--- config.mk ---
export PLATFORM = sky130hd
export DESIGN_NAME = div_ctrl
export DESIGN_NICKNAME = d
export VERILOG_FILES = /design/src/rtl/md_pkg.sv /design/src/rtl/div_sign_fix.sv /design/src/rtl/div_ctrl.sv
export SDC_FILE = /design/constraint.sdc
export NUM_CORES = 1
export LEC_CHECK = 0
export ABC_AREA = 1
export BUFFER_PORTS_ARGS = -buffer_cell sky130_fd_sc_hd__buf_2
export CORE_MARGIN = 2
export CORE_UTILIZATION = 30
export CTS_BUF_LIST = sky130_fd_sc_hd__clkbuf_8
export DETAILED_ROUTE_END_ITERATION = 10
export GPL_ROUTABILITY_DRIVEN = 0
export SYNTH_ARGS = -nofsm -noshare
export SYNTH_HDL_FRONTEND = slang
export SYNTH_SLANG_ARGS = --single-unit
--- constraint.sdc ---
create_clock -name clock -period 1.8 [get_ports clock]
set_input_delay 0.54 -clock clock [delete_from_list [all_inputs] [get_ports clock]]
set_output_delay 0.54 -clock clock [all_outputs]
set_load 0.05 [all_outputs]
--- src/rtl/md_pkg.sv ---
// ---------------------------------------------------------------------------
// md_pkg
//   Shared definitions for the multiply/divide control slice.
//   DIV_WIDTH   : default operand/result width of the divide datapath.
//   div_state_t : sequencer states of div_ctrl.
// ---------------------------------------------------------------------------
package md_pkg;

  localparam int DIV_WIDTH = 32;

  typedef enum logic [2:0] {
    IDLE  = 3'd0,
    START = 3'd1,
    ARM   = 3'd2,
    RUN   = 3'd3,
    FIX   = 3'd4
  } div_state_t;

endpackage

--- src/rtl/div_sign_fix.sv ---
// ---------------------------------------------------------------------------
// div_sign_fix
//   Purely combinational sign handling around an unsigned divider.
//   Forward path: magnitudes of the two operands (abs() only for signed ops).
//   Return path : conditional two's complement negation of quotient and
//                 remainder.
// Ports
//   op_signed_i  in   1      1 = operands are two's complement
//   a_i, b_i     in   WIDTH  raw dividend / divisor
//   mag_a_o      out  WIDTH  |a| (raw a when unsigned)
//   mag_b_o      out  WIDTH  |b| (raw b when unsigned)
//   q_i, r_i     in   WIDTH  unsigned quotient / remainder
//   neg_q_i      in   1      negate quotient
//   neg_r_i      in   1      negate remainder
//   fix_q_o      out  WIDTH  signed-corrected quotient
//   fix_r_o      out  WIDTH  signed-corrected remainder
// ---------------------------------------------------------------------------
module div_sign_fix #(
  parameter int WIDTH = 32
) (
  input  logic             op_signed_i,
  input  logic [WIDTH-1:0] a_i,
  input  logic [WIDTH-1:0] b_i,
  output logic [WIDTH-1:0] mag_a_o,
  output logic [WIDTH-1:0] mag_b_o,
  input  logic [WIDTH-1:0] q_i,
  input  logic [WIDTH-1:0] r_i,
  input  logic             neg_q_i,
  input  logic             neg_r_i,
  output logic [WIDTH-1:0] fix_q_o,
  output logic [WIDTH-1:0] fix_r_o
);

  // Negating the most negative value wraps back to itself, which is exactly
  // the magnitude the unsigned divider needs for it.
  assign mag_a_o = (op_signed_i && a_i[WIDTH-1]) ? (~a_i + 1'b1) : a_i;
  assign mag_b_o = (op_signed_i && b_i[WIDTH-1]) ? (~b_i + 1'b1) : b_i;

  assign fix_q_o = neg_q_i ? (~q_i + 1'b1) : q_i;
  assign fix_r_o = neg_r_i ? (~r_i + 1'b1) : r_i;

endmodule

--- src/rtl/div_ctrl.sv ---
// ---------------------------------------------------------------------------
// div_ctrl
//   Sequencer between the CPU pipeline and an external 32-iteration unsigned
//   restoring divider. Handles DIV (signed) and DIVU, owns the architectural
//   HI (remainder) and LO (quotient) registers, and stalls the pipeline while
//   a divide is in flight.
//
//   Optional feature macro: DIV_ZERO_BYPASS_EN
//     When defined, a zero divisor skips the divider: IDLE goes straight to
//     FIX with a quotient of all-ones and a remainder of |op_a|, so after the
//     sign fix lo = all-ones (DIVU) or (op_a<0 ? 1 : all-ones) (DIV) and
//     hi = op_a.
//
// Handshake: op_valid is an issue request sampled only in IDLE; it is
//   accepted on the rising edge of any IDLE cycle where it is high. There is
//   no ready signal: stall is the back-pressure, and it is high in the
//   accepting cycle and every busy cycle up to (not including) FIX. done
//   pulses in the FIX cycle, on whose closing edge HI/LO are written.
//
// Ports
//   clock, reset       in   1      clock; synchronous active-high reset
//   op_valid           in   1      DIV/DIVU issue request
//   op_signed          in   1      1 = DIV, 0 = DIVU
//   op_a, op_b         in   WIDTH  dividend / divisor
//   hi_we, lo_we       in   1      MTHI / MTLO strobes (IDLE only)
//   wdata              in   WIDTH  MTHI / MTLO data
//   hi, lo             out  WIDTH  architectural HI / LO
//   stall              out  1      pipeline hold
//   done               out  1      HI/LO written on this edge
//   div_start          out  1      divider start pulse
//   div_dividend       out  WIDTH  registered dividend magnitude
//   div_divisor        out  WIDTH  registered divisor magnitude
//   div_busy           in   1      divider busy
//   div_q, div_r       in   WIDTH  divider quotient / remainder
//   state_dbg          out  3      current sequencer state (debug)
// ---------------------------------------------------------------------------
module div_ctrl
  import md_pkg::*;
#(
  parameter int WIDTH = DIV_WIDTH
) (
  input  logic             clock,
  input  logic             reset,
  input  logic             op_valid,
  input  logic             op_signed,
  input  logic [WIDTH-1:0] op_a,
  input  logic [WIDTH-1:0] op_b,
  input  logic             hi_we,
  input  logic             lo_we,
  input  logic [WIDTH-1:0] wdata,
  output logic [WIDTH-1:0] hi,
  output logic [WIDTH-1:0] lo,
  output logic             stall,
  output logic             done,
  output logic             div_start,
  output logic [WIDTH-1:0] div_dividend,
  output logic [WIDTH-1:0] div_divisor,
  input  logic             div_busy,
  input  logic [WIDTH-1:0] div_q,
  input  logic [WIDTH-1:0] div_r,
  output logic [2:0]       state_dbg
);

  div_state_t       state_q, state_d;
  logic [WIDTH-1:0] hi_q, hi_d;
  logic [WIDTH-1:0] lo_q, lo_d;
  logic [WIDTH-1:0] dividend_q, dividend_d;
  logic [WIDTH-1:0] divisor_q, divisor_d;
  logic [WIDTH-1:0] quo_q, quo_d;
  logic [WIDTH-1:0] rem_q, rem_d;
  logic             neg_q_q, neg_q_d;
  logic             neg_r_q, neg_r_d;

  logic [WIDTH-1:0] mag_a, mag_b;
  logic [WIDTH-1:0] fix_q, fix_r;

  div_sign_fix #(
    .WIDTH (WIDTH)
  ) u_sign_fix (
    .op_signed_i (op_signed),
    .a_i         (op_a),
    .b_i         (op_b),
    .mag_a_o     (mag_a),
    .mag_b_o     (mag_b),
    .q_i         (quo_q),
    .r_i         (rem_q),
    .neg_q_i     (neg_q_q),
    .neg_r_i     (neg_r_q),
    .fix_q_o     (fix_q),
    .fix_r_o     (fix_r)
  );

  always_ff @(posedge clock) begin
    if (reset) begin
      state_q    <= IDLE;
      hi_q       <= '0;
      lo_q       <= '0;
      dividend_q <= '0;
      divisor_q  <= '0;
      quo_q      <= '0;
      rem_q      <= '0;
      neg_q_q    <= 1'b0;
      neg_r_q    <= 1'b0;
    end else begin
      state_q    <= state_d;
      hi_q       <= hi_d;
      lo_q       <= lo_d;
      dividend_q <= dividend_d;
      divisor_q  <= divisor_d;
      quo_q      <= quo_d;
      rem_q      <= rem_d;
      neg_q_q    <= neg_q_d;
      neg_r_q    <= neg_r_d;
    end
  end

  always_comb begin
    state_d    = state_q;
    hi_d       = hi_q;
    lo_d       = lo_q;
    dividend_d = dividend_q;
    divisor_d  = divisor_q;
    quo_d      = quo_q;
    rem_d      = rem_q;
    neg_q_d    = neg_q_q;
    neg_r_d    = neg_r_q;
    div_start  = 1'b0;
    done       = 1'b0;

    unique case (state_q)
      IDLE: begin
        // Move-to writes land first; an op accepted in the same cycle
        // overwrites them at FIX.
        if (hi_we) hi_d = wdata;
        if (lo_we) lo_d = wdata;
        if (op_valid) begin
          dividend_d = mag_a;
          divisor_d  = mag_b;
          neg_q_d    = op_signed & (op_a[WIDTH-1] ^ op_b[WIDTH-1]);
          neg_r_d    = op_signed & op_a[WIDTH-1];
          state_d    = START;
`ifdef DIV_ZERO_BYPASS_EN
          // Preload what the restoring divider would return for /0; the
          // normal sign fix then yields the required HI/LO values.
          if (op_b == '0) begin
            quo_d   = '1;
            rem_d   = mag_a;
            state_d = FIX;
          end
`endif
        end
      end
      START: begin
        div_start = 1'b1;
        state_d   = ARM;
      end
      ARM: begin
        // Divider raises busy only now; its value is not meaningful yet.
        state_d = RUN;
      end
      RUN: begin
        if (!div_busy) begin
          quo_d   = div_q;
          rem_d   = div_r;
          state_d = FIX;
        end
      end
      FIX: begin
        lo_d    = fix_q;
        hi_d    = fix_r;
        done    = 1'b1;
        state_d = IDLE;
      end
      default: state_d = IDLE;
    endcase
  end

  assign stall = ((state_q != IDLE) && (state_q != FIX)) ||
                 ((state_q == IDLE) && op_valid);

  assign hi           = hi_q;
  assign lo           = lo_q;
  assign div_dividend = dividend_q;
  assign div_divisor  = divisor_q;
  assign state_dbg    = state_q;

endmodule

==> results of run 1 <==
==> worst max-delay path, stage by stage (launching register included) <==
cell      delay [ps]
dfxtp_2          350
clkinv_4          80
nand2_8           70
nor2_8           110
nand2_8           60
nand2_4           70
buf_8            140
==> where the power goes <==
group | switching [mW] | total, mW | internal (mW)
Sequential | 0.271 | 5.06 | 4.79
Combinational | 3.30 | 4.61 | 1.32
Clock | 1.87 | 2.94 | 1.07
==> placed cells by master, fill, tap and decap left out, types with 8 or more instances in the layout <==
| master | count |
|---|---|
| o21ai_0 | 152 |
| xor2_1 | 22 |
| buf_4 | 66 |
| a21oi_1 | 148 |
| o21a_1 | 19 |
| buf_12 | 14 |
| nand2_2 | 9 |
| buf_2 | 288 |
| inv_1 | 183 |
| inv_2 | 8 |
| o221ai_1 | 9 |
| o211ai_1 | 9 |
| o21ai_1 | 52 |
| nand4_1 | 20 |
| nor2_2 | 15 |
| dfxtp_1 | 193 |
| nor2_1 | 224 |
| a31oi_1 | 28 |
| clkbuf_8 | 18 |
| nand3_1 | 165 |
| nand2_1 | 370 |
==> through the flow <==
step | cell area [sq um] | cells
2_1_floorplan | 11500 | 1775
3_3_place_gp | 13700 | 2563
3_5_place_dp | 13700 | 2563
4_1_cts | 14200 | 2604
5_1_grt | 14300 | 2606
6_report | 14300 | 2609
==> final cells by class <==
class	instances	area share
antenna	3	0.000524
multi-input combinational	1292	0.438
clock inverter	13	0.00961
clock buffer	18	0.0173
tap	511	0.0446
sequential	197	0.276
timing repair buffer	377	0.161
inverter	198	0.0533
==> final timing paths <==
| kind | startpoint | end | slack [ps] | cells past startpoint |
|---|---|---|---|---|
| max | state_dbg[0]$_SDFFE_PP0P_ | stall | -130 | 6 |
| min | reset | state_dbg[1]$_SDFFE_PP0P_ | 290 | 2 |
| max reg2reg | state_dbg[2]$_SDFFE_PP0P_ | quo_q[19]$_SDFFE_PP0P_ | 110 | 6 |
| min reg2reg | rem_q[31]$_SDFFE_PP0P_ | rem_q[31]$_SDFFE_PP0P_ | 490 | 2 |
==> timing repair <==
action | in CTS | in global routing
buffers inserted | 10 | 2
endpoints found under the hold margin | 0 | 0
gates resized for setup | 21 | 22
endpoints found under the setup margin | 6 | 36
pin swaps | 2 | 5
==> flip-flops by register name (all words and copies together) (netlist names) <==
signal / count
rem_q: 32
div_dividend: 32
neg_r_q: 1
hi: 32
quo_q: 32
neg_q_q: 1
div_divisor: 32
lo: 32
state_dbg: 3
==> kinds of logic (layout without fill, tap and decap cells) <==
group / Yosys count / in the layout
AND/OR/NAND/NOR: 833 / 833
AO/OA/AOI/OAI: 430 / 430
buffers and inverters: 286 / 606
flip-flops: 197 / 197
XOR/XNOR: 25 / 25
adder cells (fa/ha/maj): 4 / 4
other: 0 / 3
==> metal layers <==
metal | track usage | vias up | part of all wire
met5 | 0 | - | 0.0010
met4 | 0.0609 | 8 | 0.022
met3 | 0.0651 | 61 | 0.093
met2 | 0.361 | 497 | 0.47
met1 | 0.265 | 5916 | 0.42
li1 | - | 6435 | -
==> impl_metrics.toml, run 1 <==
[clock_network]
cts_tree = "built"
cts_buffer_depth = 2
clock_tree.root_cell = "clkbuf_8"
cts_buffers = 17
htreeDepth = 4
cts_hold_buf = 0
clock_latency_ps = 510
clk_pin_slew_ps = 110
clock_sinks = 197

[synthesis]
async_flop_share = 0
ys_ff_latch = 197
syn_area_sq_um = 11500
ys.flop_type = "dfxtp_1"
netlist_top_cells_count = "nand2_1, nor2_1, dfxtp_1"
post-synth-top-count-cell = "nand2_1"
synth_top_cell_by_area = "dfxtp_1"
syn-num-nets = 1946
synth-edff-count = 0
synth_compound_area_frac = 0.204
synthSimpleGateAreaFrac = 0.315
synthCells = 1775
synthAdderAreaFrac = 0.00437
synth_mux_area_frac = 0
synthTopCellsByArea = "dfxtp_1, nand2_1, nor2_1"
seq_area_frac_synth = 0.344
yosysUniqueCellTypes = 44
yosysWarnings = 0
synth_xor_area_frac = 0.0198
synth_top_area_share = 0.344
avgSynthCellArea_sq_um = 6.45
synth_top_family_by_area = "simple AND/OR/NAND/NOR gates"

[sta]
fin_worst_skew_ps = 24.7
fmax_mhz = 518
slew_viol_final = 0
finalHoldViolCount = 0
setup_viol = 3
fin_crit_sh = 1.07
worst_pin_slew_ps = 431
layout_min_cycle_time_ps = 1930
setup_ws_ps = -130
grt_setup_unrepaired = "true"
fin_tns_setup_ps = -317
slew_headroom = 0.712
hold_ws_ps = 286

[floorplan]
num_rows = 71
core-area_sq_um = 37700
ioPinCount = 301
die_y_um = 199
die_width_um = 199
start_util = 0.304
die-area_sq_um = 39800

[route]
postRouteAntennaNets = 0
drt_pass1_iterations = 5
drc = 0
wl_per_cell_um = 16.4
wl_um = 42900
vias = 12900
drt-vias-per-instance = 4.95
drtIter0Drc = 835

[cells_and_area]
final_layout_size_suffix_gt1_frac = 0.228
multi_input_area_sq_um = 6270
finish.utilization = 0.380
syn2layout_area_growth_pct = 25.0
final-seq-area_sq_um = 3950
fill_cells = 4147
nets = 2254

[status]
violations = "setup timing"
status = "complete, but fails checks"

[critical_path]
cp-start-kind = "flop"
crit_type = "flop to output port"
crit_path_end_kind = "output port"
worst_ep_arrival_time_ps = 1390
crit_required_ps = 1260
cp_max_fo = 4

[global_route]
grt_max_degree = 72
grt_antenna_before_repair = 5
gr-total-overflow = 0
grt_pass1_vias = 12100
grt_use_total = 0.215
grt_pass1_wl_um = 66100

[placed_design]
portBuffers = 300
post-place-ws_ps = -197
hpwl_um = 33800

[power_and_ir_drop]
p_total_mw = 12.6
p_leak_nw = 7.10
p_per_area_nw_per_um2 = 880
peakVddDrop_v = 0.000530

[flow_run]
maxCapViolations = 0

[hold_path]
hold_class = "primary input to flop"
Note: power is estimated with default switching activity, not from simulation.
==> run 2, diff against run 1 <==
Settings changed: CORE_UTILIZATION 30 to 50, PLACE_DENSITY set to 0.76.
Clock period 1.8 ns to 2.5 ns, I/O delays scaled along.
==> run 2 against run 1 <==
The run now ends clean. First-iteration DRC count increased by 28%. Via count down 0.47%. Critical path type unchanged. Global-route usage increased by 8.9 points. Combinational power is 32% lower. Worst hold slack better by 210 ps.
==> impl_metrics.toml, run 2 (synthesis gave the netlist of run 1 again) <==
[placed_design]
post-place-ws_ps = 331
dpl_cell_area_sq_um = 13000
portBuffers = 300
hpwl_um = 28900

[sta]
worst_pin_slew_ps = 652
finalHoldViolCount = 0
fin_worst_skew_ps = 22.1
fmax_mhz = 428
setup_ws_ps = 162
setup_viol = 0
grt_setup_unrepaired = "false"
fin_crit_sh = 0.935
layout_min_cycle_time_ps = 2340
fin_tns_setup_ps = 0
slew_viol_final = 0
slew_headroom = 0.564

[hold_path]
hold_class = "flop to flop"

[route]
postRouteAntennaNets = 0
wl_per_cell_um = 16.1
drt_pass1_iterations = 6
vias = 12900
drtIter0Drc = 1068
wl_um = 37600
drc = 0
drt-vias-per-instance = 5.52

[cells_and_area]
fill_cells = 2248
final-seq-area_sq_um = 3950
final_common_cell = "nand2_1"
final_layout_size_suffix_gt1_frac = 0.204
fin_area_sq_um = 13400
nets = 2202
syn2layout_area_growth_pct = 17.4
multi_input_area_sq_um = 6230
final_cell_mix = "nand2_1, buf_2, nor2_1"

[power_and_ir_drop]
peakVddDrop_v = 0.000339
p_leak_nw = 6.81
p_per_area_nw_per_um2 = 655

[global_route]
grt_antenna_before_repair = 1
grt_pass1_wl_um = 59000
grt_pass1_vias = 11600
grt_use_met1 = 0.372
grt-busiest-layer = "met2"
grt_use_total = 0.304
gr-total-overflow = 0
grt_max_degree = 68
gr-usage-met2 = 0.513
use_met3 = 0.0632

[critical_path]
crit_buf_inv = 2
cp_max_fo = 10
crit_slowest_cell = "dfxtp_1"
critPathTopFamily = "simple AND/OR/NAND/NOR gates"
crit_type = "flop to output port"
critPathMaxStageDelay_ps = 360
crit_chain = "inv_2 > nand2_4 > nor2_8 > nand2_8 > nand2_1 > clkbuf_4"
crit_required_ps = 1750
crit_path_end_kind = "output port"
cp-start-kind = "flop"
worst_ep_arrival_time_ps = 1590

[clock_network]
clk_pin_slew_ps = 110
htreeDepth = 4
clock_tree.root_cell = "clkbuf_8"
cts_buffers = 17
cts_tree = "built"
clock_latency_ps = 460
clock_sinks = 197
cts_buffer_depth = 2

[floorplan]
die-area_sq_um = 24100
die_y_um = 155
core-area_sq_um = 22600
start_util = 0.508
ioPinCount = 301
die_width_um = 155
num_rows = 55

[flow_run]
maxCapViolations = 0

[status]
status = "completed"
## run 2: cell count changes in the layout (fill, tap and decap cells not counted), sizes merged
| cell | previous run | this run |
|---|---|---|
| buf | 372 | 323 |
| inv | 205 | 201 |
| clkbuf | 23 | 20 |
| clkinv | 5 | 8 |
| bufinv | 0 | 1 |
| clkinvlp | 1 | 2 |
| diode | 3 | 2 |
## run 2: worst paths after layout
path,start,to,cells past startpoint,slack (ps)
min,rem_q[31]$_SDFFE_PP0P_,rem_q[31]$_SDFFE_PP0P_,2,490
min reg2reg,rem_q[31]$_SDFFE_PP0P_,rem_q[31]$_SDFFE_PP0P_,2,490
max reg2reg,state_dbg[1]$_SDFFE_PP0P_,lo[7]$_SDFFE_PP0P_,7,630
max,state_dbg[0]$_SDFFE_PP0P_,stall,6,160
## run 2: what timing repair did
| action | in CTS | in global routing |
|---|---|---|
| setup endpoints to repair | 0 | 2 |
| buffers inserted | 0 | 4 |
| resized for setup | 0 | 3 |
| hold buffers | 0 | 0 |
## run 2: area by class of cell
type                    count  area share
well taps                 285      0.0265
flip-flops and latches    197       0.293
repair buffers            325       0.133
multi-input cells        1292       0.463
clock inverters            14     0.00968
clock buffers              18      0.0184
inverters                 198      0.0557
diodes                      2    0.000372
## run 2: through the flow
stage,hold slack (ps),power (mW),std cells,utilization
after floorplan,445,5.96,1775,-
after global placement,453,6.75,2293,0.577
after detailed placement,471,6.79,2293,0.577
after CTS,489,8.81,2325,0.594
after global routing,524,9.25,2330,0.596
final,491,8.80,2331,0.596
## run 2: per-layer routing
metal | share of wire | vias to the layer above
li1 | - | 6342
met1 | 0.40 | 5807
met2 | 0.47 | 621
met3 | 0.086 | 86
met4 | 0.042 | 0
met5 | 0 | -
## run 2: tightest hold or removal path, stage by stage, from the launching register on
cell	delay [ps]
dfxtp_1	330
inv_1	70
a21oi_1	60
## run 2: where the power goes
part / switching [mW] / internal (mW) / total, mW
Sequential: 0.191 / 3.44 / 3.64
Clock: 1.21 / 0.828 / 2.03
Combinational: 2.30 / 0.832 / 3.13
Total: 3.70 / 5.10 / 8.80
